`src/rtl/data_memory.sv`:
```
// Byte-addressed data memory storing 16-bit big-endian words: synchronous
// two-byte write, combinational read, asynchronous clear on reset.
module data_memory #(
    parameter int DEPTH = 128,
    parameter int AW    = $clog2(DEPTH)
) (
    input  logic        Clock,
    input  logic        Reset,
    input  logic [15:0] Adresa,
    input  logic [15:0] WriteData,
    input  logic        MemWrite,
    input  logic        MemRead,
    output logic [15:0] ReadData
);

    logic [7:0]    mem [DEPTH];
    logic [AW-1:0] addr_hi;
    logic [AW-1:0] addr_lo;

    // Upper address bits are dropped, so the second byte wraps past DEPTH-1 to 0.
    assign addr_hi = Adresa[AW-1:0];
    assign addr_lo = addr_hi + AW'(1);

    always_ff @(posedge Clock or posedge Reset) begin
        if (Reset) begin
            for (int i = 0; i < DEPTH; i++) begin
                mem[i] <= 8'h00;
            end
        end else if (MemWrite) begin
            mem[addr_hi] <= WriteData[15:8];
            mem[addr_lo] <= WriteData[7:0];
        end
    end

    always_comb begin
        ReadData = 16'h0000;
        if (MemRead) begin
            ReadData = {mem[addr_hi], mem[addr_lo]};
        end
    end

endmodule

```
`config.mk`:
```
export PLATFORM = sky130hd
export DESIGN_NAME = data_memory
export DESIGN_NICKNAME = d
export VERILOG_FILES = /design/src/rtl/data_memory.sv
export SDC_FILE = /design/constraint.sdc
export NUM_CORES = 2
export LEC_CHECK = 0
export ABC_CLOCK_PERIOD_IN_PS = 47500
export BUFFER_PORTS_ARGS = -buffer_cell sky130_fd_sc_hd__buf_2
export CELL_PAD_IN_SITES_DETAIL_PLACEMENT = 1
export CELL_PAD_IN_SITES_GLOBAL_PLACEMENT = 1
export CORE_MARGIN = 1
export CORE_UTILIZATION = 49
export DETAILED_ROUTE_END_ITERATION = 12
export HOLD_SLACK_MARGIN = 0.08
export PLACE_DENSITY_LB_ADDON = 0.1
export SYNTH_ARGS = -nofsm -noshare
export SYNTH_HDL_FRONTEND = slang
export SYNTH_SLANG_ARGS = --single-unit
```
`constraint.sdc`:
```
create_clock -name Clock -period 47.5 [get_ports Clock]
set_clock_uncertainty 0.1 [all_clocks]
set_input_delay 7.125 -clock Clock [delete_from_list [all_inputs] [get_ports Clock]]
set_output_delay 7.125 -clock Clock [all_outputs]
set_load 0.005 [all_outputs]
```
Word level (Yosys, flattened, before mapping)
Cells that the tools add are included.
{ "word_totals": {"ff_bits": 1024, "wordCells": 150} }
{ "op_classes": {"n_reduce_logical": 2, "muxes": 13, "magnitude_cmp": 4, "add_sub_neg": 1, "bitwise_logic": 2} }
{ "ops": {"columns": ["cell", "n"], "rows": [
  ["$bwmux W1024", 2],
  ["$bmux W8 S7", 2],
  ["$demux W8 S7", 2],
  ["$mux W8", 6],
  ["$ge A8 B8 Y1 const B", 2],
  ["$lt A8 B1 Y1 const B", 2],
  ["$mux W16", 1],
  ["$not A7 Y8", 2],
  ["$add A7 B1 Y7 const B", 1],
  ["$logic_and A1 B1 Y1", 2]
]} }

Depth between registers and ports, before layout
{ "logic_depth": {"ltp_word": 7, "depth_mapped": 14} }

Least setup slack after synthesis
No wires, ideal clock.
{ "synth_path": {"path_type": "input port to output port", "start": "input port Adresa[0]", "end": "output port ReadData[7]", "path_slack_ps": 30843, "t_arrival_ps": 9432, "stages": 10, "cell_sequence": "ha_1 > buf_2 > xor2_2 > buf_4 > mux2i_1 > o21ai_0 > a222oi_1 > o22ai_1 > or4_1 > o41a_1"} }
{ "synth_via": {"elab_chain_cells": 6} }
{ "synth_rtl": {"columns": ["item", "line", "text"], "rows": [
  ["from (decl)", "9", "input logic [15:0] Adresa,"],
  ["$add A7 B1 Y7", "22", "assign addr_lo = addr_hi + AW'(1);"],
  ["$not A7 Y8 (implied by the code)", "38", "ReadData = {mem[addr_hi], mem[addr_lo]};"],
  ["$bmux W8 S7", "38", null],
  ["$mux W8 (implied by the code) (2 in series)", "38", null],
  ["$mux W16", "37", "if (MemRead) begin"],
  ["to (decl)", "13", "output logic [15:0] ReadData"]
]} }
Every way passes these cells. The select of a mux whose other input is x is not followed.

Worst setup path in the final report
{ "layout_path": {"start": "input port Adresa[2]", "end": "output port ReadData[6]"} }
Same word-level chain as after synthesis.

==> run summary <==
most frequent cells in the layout = a22o_1, dfrtp_1, a22oi_1, nand2_1, nor2_1
cts hold-fix bufs = 0
hold_sp = mem[656]$_DFFE_PP0P_
TritonCTS clock tree = yes
leading cell type in the layout, fill and taps excluded = a22o_1
postcts setup bufs = 0
final-stage net count = 5871
worst path required time = 40.28 ns
Setup TNS = 0 ns
hold endpoint = mem[656]$_DFFE_PP0P_
cell taking the most area after synthesis = dfrtp_1
vias in the first global route = 63700
final std cells w/o fill = 7715
post-synthesis compound-gate area fraction = 41.0%
Synth Area in Simple Gates = 6.30%
number of DRC markers in iteration 0 = 11400
final slew viol count = 5
Synth Flop Type = dfrtp_1
Avg Cell Area, Syn = 10.4 um^2
Max Cap Violations = 3
Fin. Hold Viols = 0
drt drc = 0
worst r2r dst = mem[493]$_DFFE_PP0P_
Area contributors post-synth = dfrtp_1, a22o_1, mux4_2
initial core utilization = 49.4%
Fill cells = 13700
largest family of logic cells by synthesized area = compound AO/OA/AOI/OAI gates
remaining global-route overflow = 0
R2R Setup Slk = 46.54 ns
FP Rows = 132
worst hold stages = 1
Reg-to-Reg Start = mem[493]$_DFFE_PP0P_
FMAX = 48.1 MHz
Slew Limit Headroom = -14.3%
count of unique library cells instantiated by Yosys = 88
Syn Nets = 6182
Clock Pin Slew Worst Setup and Hold Paths = 0.06 ns
Yosys reg bits = 1024
worst r2r path cells = 1
status = finished, violations left
Synth Cell Area = 64100 um^2
Bufs on Longest Clock Path = 3
Hold Path Class = flop to flop
I/O Buffers = 42
Final ANT Viol Nets = 0
post-synthesis async set-or-reset flop share = 100%
DRT Wirelength = 356000 um
GRT Total Usage = 52.9%
sequential-to-total area share from yosys stat = 40.0%
IO Pins = 52
CTS Buf Count = 130
Adder-Cell Fraction of Synth Area = 0.0195%
Power Dens Cells = 41.1 nW/um^2
yosys warns = 0
dpl cells = 7444
DR pass1 iterations = 10
post-layout minimum cycle time = 20.77 ns
Die Span Y = 364 um
VDD IR max = 0.0341 mV
clock root buffer master = clkbuf_16
die area = 132000 um^2
Post-synth EDFFs = 0
Reg with most FFs = mem
initial antenna violation count = 44
RSZ-0062 raised after global routing = no
area added between synthesis and finish = 9.29%
failing checks = capacitance limit, slew limit
biggest registers after layout = mem (1024)
layout cells sized above 1 = 14.3%
H-tree depth = 4
max FFs per register = 1024
xor and xnor fraction of the mapped netlist area = 0.133%
Die Span X = 364 um
synthesized instance count = 6145
Vias = 66700
Worst-Skew Late Latency = 0.81 ns
Resize count post-CTS = 0
Final period util = 43.7%
CP max FO = 39
crit path DAT = 13.55 ns
fin util = 54.0%
Setup Crit Path Kind = primary input to primary output
DP Wirelength = 219000 um
first-pass GRT wire length = 500000 um
largest net degree at the start of global routing = 188
Final Setup Violations = 0
Clock Sink Count = 1024
CP startpoint kind = primary input
overall power = 2.88 mW
area share of the largest cell type after synthesis = 40.0%
Leak = 28.6 nW
multiplexer share of the synthesized area = 7.75%
WL/cell = 46.1 um
crit path capture type = primary output
routed vias/inst = 8.65
core footprint = 130000 um^2
GPL Wtd Cong = 1.04
Crit. Startpoint = Adresa[2]
worst-margin pin slew = 1.71 ns
## Yosys cell counts (103+ instances only)
cell type / count
a21oi_1: 139
a221oi_1: 124
a22o_1: 2068
a22oi_1: 278
buf_2: 147
clkbuf_1: 466
dfrtp_1: 1024
mux2i_1: 171
mux4_2: 103
nand2_1: 246
nor2_1: 237
## per-layer routing
metal	global-route usage, %	routed length, um
met5	1.63	578
met4	36.9	29600
met3	26.7	59200
met2	69.7	139000
met1	66.3	127000
## report_power, final
| group | switching (mW) | internal, mW |
|---|---|---|
| Sequential | 0.178 | 1.03 |
| Clock | 0.435 | 0.613 |
| Combinational | 0.381 | 0.244 |
| Total | 0.994 | 1.88 |
## worst max path at each step
stage / slack, ns / depth (start not counted) / endpoint
finish: 26.73 / 9 / ReadData[6]
floorplan: 11.46 / 1 / mem[0]$_DFFE_PP0P_
global route: 27.06 / 9 / ReadData[6]
CTS: 27.40 / 9 / ReadData[6]
global placement: 27.45 / 9 / ReadData[6]
detailed placement: 27.40 / 9 / ReadData[6]
## critical path, cell delays in order
cell and delay, ns:
buf_6 0.31, buf_4 0.71, nand3_4 0.98, or3_1 0.72, nand2_1 0.69, nand3_1 1.10, o2111a_1 0.77, a41oi_1 0.77
buf_2 0.24
## cells by family (layout without fill, tap and decap cells)
kind of cell / after synthesis / after routing
adder cells (fa/ha/maj): 1 / 1
multiplexers: 357 / 357
AND/OR/NAND/NOR: 821 / 821
buffers and inverters: 712 / 499
XOR/XNOR: 8 / 8
other: 0 / 41
AO/OA/AOI/OAI: 3222 / 3222
flip-flops: 1024 / 1024
## stage by stage
stage | cell area, um^2 | setup WS, ns | hold WS (ns)
global route | 69900 | 27.06 | 0.442
finish | 70000 | 26.73 | 0.430
detailed placement | 65500 | 27.40 | 0.409
floorplan | 64100 | 11.46 | 0.376
global placement | 65500 | 27.45 | 0.403
CTS | 69900 | 27.40 | 0.425
## final cells by class
type,instances,area [um^2],share of cell area [%]
Tap cell,1742,2180,3.11
Sequential cell,1024,25600,36.6
Timing Repair Buffer,244,1990,2.84
Multi-Input combinational cell,4409,35600,50.9
Antenna cell,41,103,0.147
Clock buffer,186,3850,5.50
Inverter,25,109,0.155
Clock inverter,44,542,0.774
Note: power is estimated with default switching activity, not from simulation.
